File: config.mk
export PLATFORM = sky130hd
export DESIGN_NAME = serial_word_deframer_flat
export DESIGN_NICKNAME = d
export VERILOG_FILES = /design/src/rtl/serial_word_deframer_if.sv /design/src/rtl/serial_word_deframer.sv /design/src/flat_wrapper.sv
export SDC_FILE = /design/constraint.sdc
export NUM_CORES = 1
export LEC_CHECK = 0
export BUFFER_PORTS_ARGS = -buffer_cell sky130_fd_sc_hd__buf_2
export CELL_PAD_IN_SITES_DETAIL_PLACEMENT = 2
export CELL_PAD_IN_SITES_GLOBAL_PLACEMENT = 2
export CORE_MARGIN = 4
export CORE_UTILIZATION = 41
export CTS_BUF_LIST = sky130_fd_sc_hd__clkbuf_8 sky130_fd_sc_hd__clkbuf_16
export CTS_CLUSTER_SIZE = 30
export DETAILED_ROUTE_END_ITERATION = 7
export PLACE_DENSITY_LB_ADDON = 0.3
export SYNTH_ARGS = -nofsm -noshare
export SYNTH_HDL_FRONTEND = slang
export SYNTH_SLANG_ARGS = --single-unit
File: constraint.sdc
create_clock -name clk -period 3.5 [get_ports clk]
set_input_delay 0.525 -clock clk [delete_from_list [all_inputs] [get_ports clk]]
set_output_delay 0.525 -clock clk [all_outputs]
set_load 0.05 [all_outputs]
File: src/rtl/serial_word_deframer_if.sv
// rtl/serial_word_deframer_if.sv - bit-in / word-out handshake bundle for serial_word_deframer
//
// Purpose: groups the serial input, the buffered word output handshake and
// the frame status flags of serial_word_deframer.
// Ports (master = deframer side):
//   in_bit, in_valid      serial bit and its strobe from the shift stage
//   out_data, out_valid   head-of-buffer word and buffer non-empty
//   out_ready             consumer accepts the head word
//   sync_lock             deframer is inside a frame
//   frame_end             one-cycle pulse after the last word of a frame
//   overflow              sticky: a completed word was dropped
interface serial_word_deframer_if #(
    parameter int WIDTH = 8
);
    logic             in_bit;
    logic             in_valid;
    logic [WIDTH-1:0] out_data;
    logic             out_valid;
    logic             out_ready;
    logic             sync_lock;
    logic             frame_end;
    logic             overflow;

    modport master (
        input  in_bit, in_valid, out_ready,
        output out_data, out_valid, sync_lock, frame_end, overflow
    );

    modport slave (
        output in_bit, in_valid, out_ready,
        input  out_data, out_valid, sync_lock, frame_end, overflow
    );
endinterface

File: src/rtl/serial_word_deframer.sv
// rtl/serial_word_deframer.sv - sync-word hunting serial-to-word deframer with 2-entry output buffer
//
// Purpose: slides a WIDTH-bit window over the valid serial bits until it sees
// SYNC_WORD, then assembles the next FRAME_WORDS words MSB-first and pushes
// each into a 2-entry FIFO drained by a valid/ready handshake.
// Ports:
//   clk   clock, all logic on posedge
//   rst   synchronous active-high reset
//   bus   serial_word_deframer_if.master (in_bit/in_valid in,
//         out_data/out_valid/out_ready word handshake, sync_lock,
//         frame_end, overflow status)
module serial_word_deframer #(
    parameter int               WIDTH       = 8,
    parameter logic [WIDTH-1:0] SYNC_WORD   = WIDTH'(8'hA5),
    parameter int               FRAME_WORDS = 2
) (
    input  logic                   clk,
    input  logic                   rst,
    serial_word_deframer_if.master bus
);
    localparam int HCW = $clog2(WIDTH + 1);
    localparam int BCW = $clog2(WIDTH);
    localparam int WCW = $clog2(FRAME_WORDS + 1);

    localparam logic [HCW-1:0] HUNT_SAT  = HCW'(WIDTH);
    localparam logic [HCW-1:0] HUNT_ARM  = HCW'(WIDTH - 1);
    localparam logic [BCW-1:0] BIT_LAST  = BCW'(WIDTH - 1);
    localparam logic [WCW-1:0] WORD_LAST = WCW'(FRAME_WORDS - 1);

    typedef enum logic {
        HUNT,
        LOCKED
    } state_t;

    state_t           state_q;
    state_t           state_d;
    logic [WIDTH-1:0] window_q;
    logic [WIDTH-1:0] window_d;
    logic [WIDTH-1:0] asm_q;
    logic [WIDTH-1:0] word_d;
    logic [HCW-1:0]   hunt_cnt_q;
    logic [BCW-1:0]   bit_cnt_q;
    logic [WCW-1:0]   word_cnt_q;
    logic             sync_hit;
    logic             word_done;
    logic             frame_done;
    logic             frame_end_q;

    logic [WIDTH-1:0] mem_q [2];
    logic             rd_ptr_q;
    logic             wr_ptr_q;
    logic [1:0]       count_q;
    logic             overflow_q;
    logic             pop;
    logic             full;
    logic             push_ok;
    logic             drop;

    always_comb begin
        state_d    = state_q;
        window_d   = {window_q[WIDTH-2:0], bus.in_bit};
        word_d     = {asm_q[WIDTH-2:0], bus.in_bit};
        sync_hit   = 1'b0;
        word_done  = 1'b0;
        frame_done = 1'b0;
        case (state_q)
            HUNT: begin
                // Only arm once a full window of fresh bits has been seen
                // since entering HUNT, so leftover window bits cannot match.
                if (bus.in_valid && hunt_cnt_q >= HUNT_ARM && window_d == SYNC_WORD) begin
                    sync_hit = 1'b1;
                    state_d  = LOCKED;
                end
            end
            LOCKED: begin
                if (bus.in_valid && bit_cnt_q == BIT_LAST) begin
                    word_done = 1'b1;
                    if (word_cnt_q == WORD_LAST) begin
                        frame_done = 1'b1;
                        state_d    = HUNT;
                    end
                end
            end
        endcase
    end

    always_ff @(posedge clk) begin
        if (rst) begin
            state_q     <= HUNT;
            window_q    <= '0;
            asm_q       <= '0;
            hunt_cnt_q  <= '0;
            bit_cnt_q   <= '0;
            word_cnt_q  <= '0;
            frame_end_q <= 1'b0;
        end else begin
            state_q     <= state_d;
            frame_end_q <= frame_done;
            if (bus.in_valid) begin
                case (state_q)
                    HUNT: begin
                        window_q <= window_d;
                        if (hunt_cnt_q != HUNT_SAT) begin
                            hunt_cnt_q <= hunt_cnt_q + HCW'(1);
                        end
                        if (sync_hit) begin
                            bit_cnt_q  <= '0;
                            word_cnt_q <= '0;
                        end
                    end
                    LOCKED: begin
                        asm_q <= word_d;
                        if (word_done) begin
                            bit_cnt_q <= '0;
                            if (frame_done) begin
                                word_cnt_q <= '0;
                                hunt_cnt_q <= '0;
                            end else begin
                                word_cnt_q <= word_cnt_q + WCW'(1);
                            end
                        end else begin
                            bit_cnt_q <= bit_cnt_q + BCW'(1);
                        end
                    end
                endcase
            end
        end
    end

    // Output buffer. A full buffer still accepts a word if the head leaves
    // on the same edge; otherwise the word is dropped and flagged.
    assign full    = (count_q == 2'd2);
    assign pop     = (count_q != 2'd0) && bus.out_ready;
    assign push_ok = word_done && (!full || pop);
    assign drop    = word_done && full && !pop;

    always_ff @(posedge clk) begin
        if (rst) begin
            mem_q[0]   <= '0;
            mem_q[1]   <= '0;
            rd_ptr_q   <= 1'b0;
            wr_ptr_q   <= 1'b0;
            count_q    <= 2'd0;
            overflow_q <= 1'b0;
        end else begin
            if (push_ok) begin
                mem_q[wr_ptr_q] <= word_d;
                wr_ptr_q        <= ~wr_ptr_q;
            end
            if (pop) begin
                rd_ptr_q <= ~rd_ptr_q;
            end
            if (drop) begin
                overflow_q <= 1'b1;
            end
            case ({push_ok, pop})
                2'b10:   count_q <= count_q + 2'd1;
                2'b01:   count_q <= count_q - 2'd1;
                default: count_q <= count_q;
            endcase
        end
    end

    // When empty, the slot behind the read pointer is the last word popped
    // (zero after reset), so out_data keeps showing it.
    assign bus.out_data  = (count_q == 2'd0) ? mem_q[~rd_ptr_q] : mem_q[rd_ptr_q];
    assign bus.out_valid = (count_q != 2'd0);
    assign bus.sync_lock = (state_q == LOCKED);
    assign bus.frame_end = frame_end_q;
    assign bus.overflow  = overflow_q;
endmodule

File: src/flat_wrapper.sv
// flat-port wrapper written by rule: the top's interface ports become plain ports
module serial_word_deframer_flat 
#(
    parameter int               WIDTH       = 8,
    parameter logic [WIDTH-1:0] SYNC_WORD   = WIDTH'(8'hA5),
    parameter int               FRAME_WORDS = 2
)
  (clk, rst, bus_in_bit, bus_in_valid, bus_out_ready, bus_out_data, bus_out_valid, bus_sync_lock, bus_frame_end, bus_overflow);
  serial_word_deframer_if #(.WIDTH(WIDTH)) bus_i ();
  input  logic clk;
  input  logic rst;
  input wire logic [$bits(bus_i.in_bit)-1:0] bus_in_bit;
  input wire logic [$bits(bus_i.in_valid)-1:0] bus_in_valid;
  input wire logic [$bits(bus_i.out_ready)-1:0] bus_out_ready;
  output wire logic [$bits(bus_i.out_data)-1:0] bus_out_data;
  output wire logic [$bits(bus_i.out_valid)-1:0] bus_out_valid;
  output wire logic [$bits(bus_i.sync_lock)-1:0] bus_sync_lock;
  output wire logic [$bits(bus_i.frame_end)-1:0] bus_frame_end;
  output wire logic [$bits(bus_i.overflow)-1:0] bus_overflow;
  assign bus_i.in_bit = bus_in_bit;
  assign bus_i.in_valid = bus_in_valid;
  assign bus_i.out_ready = bus_out_ready;
  assign bus_out_data = bus_i.out_data;
  assign bus_out_valid = bus_i.out_valid;
  assign bus_sync_lock = bus_i.sync_lock;
  assign bus_frame_end = bus_i.frame_end;
  assign bus_overflow = bus_i.overflow;
  serial_word_deframer #(.WIDTH(WIDTH), .SYNC_WORD(SYNC_WORD), .FRAME_WORDS(FRAME_WORDS)) u_core (.clk(clk), .rst(rst), .bus(bus_i));
endmodule
# After elaboration in Yosys (flattened, before gate mapping)
# Memory sizes are Yosys's and may differ from the RTL's. A register that Yosys moved wholly into a read port is not among the register bits.
# Index checks and enable logic that the tools add are counted.
dict set report word_totals {
  register_bits 30
  mem_bits_rw 16
  input_bits 5
  output_inout_bits 12
  wordCells 84
  n_memories 1
}
# memory depth word_bits read_ports rd_clocked_by_memory_dff wr line_no
set mem_list {}
lappend mem_list {u_core.mem_q 2 8 2 1 2 serial_word_deframer.sv:49} ;# logic [WIDTH-1:0] mem_q [2];
dict set report op_classes {
  addsub 5
  n_lt_le_gt_ge 1
  eq_ne 11
  muxes 33
  n_bitwise 3
  n_reduce_logical 19
}
# op n
set ops {}
lappend ops {{two-way mux 1 bit} 18}
lappend ops {{two-way mux 8 bit} 2}
lappend ops {{two-way mux 4 bit} 3}
lappend ops {{equality test 8 bit, second input constant} 1}
lappend ops {{case mux 2 bit (2 select lines)} 2}
lappend ops {{case mux 4 bit (2 select lines)} 1}
lappend ops {{OR reduction 8 bit} 1}
lappend ops {{logical AND 1 bit} 7}
lappend ops {{two-way mux 2 bit} 3}
lappend ops {{two-way mux 3 bit} 2}
lappend ops {{case mux 3 bit (2 select lines)} 1}
lappend ops {{AND reduction 2 bit} 3}
lappend ops {{adder 2 x 1 -> 2 bit, second input constant} 2}
lappend ops {{adder 4 x 1 -> 4 bit, second input constant} 1}
lappend ops {{equality test 2 x 1 -> 1 bit, second input constant} 2}
lappend ops {{equality test 2 bit, second input constant} 2}
lappend ops {{>= comparator 4 x 3 -> 1 bit, second input constant} 1}
lappend ops {{!= test 2 x 1 -> 1 bit, second input constant} 2}
lappend ops {{!= test 2 bit, second input constant} 2}
lappend ops {{!= test 4 bit, second input constant} 1}
lappend ops {{AND reduction 4 bit} 1}
lappend ops {{nonzero test 2 bit} 2}
lappend ops {{adder 3 x 1 -> 3 bit, second input constant} 1}
lappend ops {{equality test 3 bit, second input constant} 1}
lappend ops {{7 further kinds} 10}

# Longest topological paths before layout
dict set report logic_depth {
  depth_word 10
  depth_mapped 9
  ltp_nobuf 8
}

# Worst setup path after synthesis
# Ideal clock, no wire load.
dict set report synth_path {
  path_kind {reg2reg}
  from {register u_core.state_q (netlist: u_core.bus.sync_lock)}
  to {register u_core.count_q[1]}
  setup_ns 0.070
  t_arrival_ns 2.073
  required_ns 3.430
  slack_ns 1.357
  path_stages_with_launch 8
  n_path_buf 2
  period_less_slack_ns 2.143
  path_cell_list {dfxtp_1 -> buf_2 -> and3_1 -> nand2b_1 -> buf_2 -> ha_1 -> or3_1 -> a21oi_1}
}
dict set report synth_between {
  elab_chain_cells 4
  elab_cells_between_ends 6
  cone_classes {2 x eq/ne; 2 x mux; 2 x reduce/logical}
}
# element line_no
set synth_lines {}
lappend synth_lines {{start: declaration} serial_word_deframer.sv:35} ;# state_t state_q;
lappend synth_lines {{start signal: assignment} serial_word_deframer.sv:97} ;# state_q <= state_d;
lappend synth_lines {{two-way mux 1 bit *} serial_word_deframer.sv:66} ;# case (state_q)
lappend synth_lines {{logical AND 1 bit *} serial_word_deframer.sv:134} ;# assign push_ok = word_done && (!full || pop);
lappend synth_lines {{equality test 2 x 1 -> 1 bit or equality test 2 bit (tied branches)} serial_word_deframer.sv:156} ;# case ({push_ok, pop})
lappend synth_lines {{case mux 2 bit (2 select lines) or nonzero test 2 bit (tied branches)} --}
lappend synth_lines {{end signal: assignment} serial_word_deframer.sv:157} ;# 2'b10: count_q <= count_q + 2'd1;
lappend synth_lines {{end signal: assignment} serial_word_deframer.sv:158} ;# 2'b01: count_q <= count_q - 2'd1;
lappend synth_lines {{end signal: assignment} serial_word_deframer.sv:159} ;# default: count_q <= count_q;
lappend synth_lines {{end: declaration} serial_word_deframer.sv:52} ;# logic [1:0] count_q;
# Every way passes the cells marked *; elsewhere a longest branch is shown, timed or not.
# A chain may end at the register's enable or synchronous reset.

# Worst setup path in the final report
dict set report layout_path {
  from {register u_core.count_q[0]}
  to {output port bus_out_data[5]}
}
dict set report layout_between {
  elab_chain_cells 2
}
# element line_no
set layout_lines {}
lappend layout_lines {{logical NOT 2 bit} serial_word_deframer.sv:166} ;# assign bus.out_data = (count_q == 2'd0) ? mem_q[~rd_ptr_q] : mem_q[rd_ptr_q];
lappend layout_lines {{two-way mux 8 bit} serial_word_deframer.sv:166}
lappend layout_lines {{end: declaration} flat_wrapper.sv:15} ;# output wire logic [$bits(bus_i.out_data)-1:0] bus_out_data;
# No other way between the ends.

==> summary.md <==
| Metric | Value |
|---|---|
| Outcome | `completed` |
| Setup TNS | `0 ns` |
| Core box area | `4850 µm²` |
| Seq cells post-synth | `47` |
| Pwr/cell area | `469 nW/µm²` |
| Worst VDD drop | `0.238 mV` |
| H-tree Lvls | `2` |
| Post-synthesis sequential area ratio | `0.526` |
| Min-Delay Path Depth | `2` |
| Fmax achieved | `383 MHz` |
| Starting DRC count in detailed routing | `64` |
| Reg2reg start | `u_core.bit_cnt_q[0]$_SDFFE_PP0P_` |
| Leak pwr | `0.876 nW` |
| DR WL met2 | `2670 µm` |
| R2r endpoint | `u_core.mem_q[1][5]$_SDFFCE_PN0P_` |
| Final WL | `4750 µm` |
| Die Ht | `79.5 µm` |
| Largest stage delay on the critical path | `0.42 ns` |
| Tcrit/Tclk final | `0.747` |
| Worst-skew pair later-pin latency | `0.30 ns` |
| Clock-pin transition on the worst setup and hold timing paths | `0.09 ns` |
| Setup bufs post-CTS | `0` |
| CP delay by family, top | `simple AND/OR/NAND/NOR gates` |
| Hold Crit Class | `flop to flop` |
| Crit path DAT | `2.09 ns` |
| Ys flop type | `dfxtp_1` |
| I/O Pins | `17` |
| Worst R2R Path Depth | `5` |
| Crit-path cells | `or2_0, nor2_1, a21oi_4, mux2_2, buf_2` |
| Share of the synthesized area in the top cell type | `0.296` |
| Mean Syn Cell Area | `10.4 µm²` |
| Yosys warnings | `0` |
| Die X | `79.5 µm` |
| Post-route cell area | `2350 µm²` |
| CTS Buf Count | `5` |
| Clock Tree Root | `clkbuf_8` |
| Layout Nets | `226` |
| CP Data Required Time | `2.97 ns` |
| Buf/Inv on CP | `1` |
| Highest Signal Layer | `met4` |
| Row cnt | `25` |
| Top post-synthesis cells by area | `dfxtp_1, edfxtp_1, and2_1` |
| Final WS setup | `0.886 ns` |
| Largest net degree at the start of global routing | `37` |
| Ant. Diodes | `0` |
| Clk sinks | `47` |
| Routed via count | `1,475` |
| Min-Delay Endpoint | `u_core.asm_q[6]$_SDFFE_PP0P_` |
| First-pass GRT wire length | `8140 µm` |
| Pre-CTS setup slack | `1.10 ns` |
| All-Layer GR Usage | `0.169` |
| First-pass iteration count of the detailed router | `4` |
| Initial antenna violation count | `0` |
| Cts repair resizes | `0` |
| Mapped cell area | `2090 µm²` |
| Die footprint | `6310 µm²` |
| Slowest cell on crit path | `dfxtp_1` |
| Min-delay src | `u_core.asm_q[6]$_SDFFE_PP0P_` |
| CTS Hold Bufs | `0` |
| Routed Antenna Nets | `0` |
| RePlAce Congestion | `0.814` |
| EDFF count, synth | `16` |
| Routed length on met1 | `1810 µm` |
| Post-synth top area cell | `dfxtp_1` |
| Crit-path max FO | `8` |
| RSZ-0062 raised after global routing | `no` |
| Placed inst area | `2210 µm²` |
| Final setup viols | `0` |
| Residual DRC | `0` |
| Vias per std cell | `5.21` |
| Setup CP Type | `flop to primary output` |
| Share of cells above drive strength 1 | `0.176` |
| Minimum hold slack | `0.481 ns` |
| Clk buf depth | `2` |
| Crit path time final | `2.61 ns` |
| R2R Setup Slk | `1.16 ns` |
| Asr flop ratio synth | `0` |
| Syn_nets | `212` |
| Mapped Cells | `201` |
| Drt wl/cell | `16.8 µm` |
| Synth-to-Final Area Change | `12.1%` |
| Crit. End Element | `primary output` |
| GRT overflow | `0` |
| Detail Placement HPWL | `3580 µm` |
| Max-slew headroom | `0.482` |
| Filler instances | `499` |
| CTS tree | `built` |
| Initial core utilization | `0.432` |
| Slew @ Worst Pin | `0.776 ns` |
| Fin. max-slew vios | `0` |
| IO buf count | `16` |
| Post-synthesis cell type count | `40` |
| Final design utilization | `0.484` |
| Clk_skew | `0.00675 ns` |
| Max-cap violation count | `0` |
| Startpoint types | `flop` |
| Routed wl met3 | `118 µm` |
| Final Hold Fails | `0` |
| Vias in the first global route | `1,701` |
-- routing by layer --
| metal | track usage | vias to the layer above |
|---|---|---|
| met5 | 0 | - |
| met4 | 0.0876 | 0 |
| met3 | 0.0305 | 14 |
| met2 | 0.329 | 21 |
| met1 | 0.166 | 719 |
| li1 | - | 721 |
-- cells in the final DEF, fill, tap and decap left out, drive strengths merged, types with 3 or more instances in the layout --
cell     n
nand3    4
nor2    16
buf     16
or3      3
inv      8
a21oi   15
nand2   23
mux2     8
clkbuf   5
edfxtp  16
and2    18
xnor2    3
nor3     4
mux2i    7
dfxtp   31
o22ai    5
ha       6
-- sequential cells by signal (all words and copies together) (netlist names), named ones only --
name	flops
u_core.mem_q	16
u_core.asm_q	7
u_core.window_q	7
u_core.hunt_cnt_q	4
u_core.bit_cnt_q	3
u_core.count_q	2
u_core.word_cnt_q	2
u_core.bus.frame_end	1
u_core.bus.overflow	1
u_core.bus.sync_lock	1
u_core.rd_ptr_q	1
u_core.wr_ptr_q	1
-- through the flow --
step                      instances  power (W)
after global placement          275   0.000648
after global routing            283    0.00114
after floorplan                 201   0.000636
after detailed placement        275   0.000653
final                           283    0.00110
after CTS                       283    0.00112
-- synth_stat cells (3+ instances only) --
| master | count |
|---|---|
| dfxtp_1 | 31 |
| nand2_1 | 23 |
| and2_1 | 18 |
| edfxtp_1 | 16 |
| nor2_1 | 16 |
| a21oi_1 | 14 |
| mux2_2 | 8 |
| inv_1 | 7 |
| mux2i_1 | 7 |
| ha_1 | 6 |
| o22ai_1 | 5 |
| buf_2 | 4 |
| nand3_1 | 4 |
| clkbuf_1 | 3 |
| or3_1 | 3 |
| xnor2_1 | 3 |
-- worst max-delay path by stage --
stage,endpoint,start,cells past startpoint,slack (ns)
3_3_place_gp,u_core.mem_q[1][5]$_SDFFCE_PN0P_,bus_in_valid,4,1.30
5_1_grt,bus_out_data[3],u_core.count_q[0]$_SDFFE_PP0P_,5,0.74
4_1_cts,bus_out_data[5],u_core.count_q[0]$_SDFFE_PP0P_,5,0.85
6_report,bus_out_data[5],u_core.count_q[0]$_SDFFE_PP0P_,5,0.89
3_5_place_dp,u_core.mem_q[1][3]$_SDFFCE_PN0P_,u_core.bit_cnt_q[0]$_SDFFE_PP0P_,5,1.10
2_1_floorplan,u_core.count_q[1]$_SDFFE_PP0P_,u_core.bus.sync_lock$_SDFF_PP0_,7,1.36
-- tightest hold or removal path, delay by kind of cell, from the launching register on --
kind | cells | cell delay (ns)
compound gates | 1 | 0.06
simple gates | 1 | 0.05
flops | 1 | 0.33
-- area by class of cell --
class	instances	area (µm²)	share of cell area
flip-flops and latches	47	1100	0.469
clock buffers	5	68.8	0.0293
inverters	7	26.3	0.0112
multi-input cells	138	923	0.393
repair buffers	16	80.1	0.0341
well taps	67	83.8	0.0357
clock inverters	3	63.8	0.0272
-- power breakdown --
part	internal, W	switching [W]	leakage [nW]
logic	0.0000153	0.0000417	0.404
registers	0.000575	0.00000684	0.402
clock network	0.000283	0.000179	0.0695
total	0.000873	0.000228	0.876
-- cells by family (layout without fill, tap and decap cells) --
| group | Yosys count | count (layout) | share of synthesized area |
|---|---|---|---|
| AND/OR/NAND/NOR | 83 | 83 | 0.220 |
| flip-flops | 47 | 47 | 0.526 |
| AO/OA/AOI/OAI | 29 | 29 | 0.0879 |
| buffers and inverters | 16 | 31 | 0.0329 |
| multiplexers | 15 | 15 | 0.0765 |
| adder cells (fa/ha/maj) | 6 | 6 | 0.0359 |
| XOR/XNOR | 5 | 5 | 0.0209 |
Note: power is estimated with default switching activity, not from simulation.
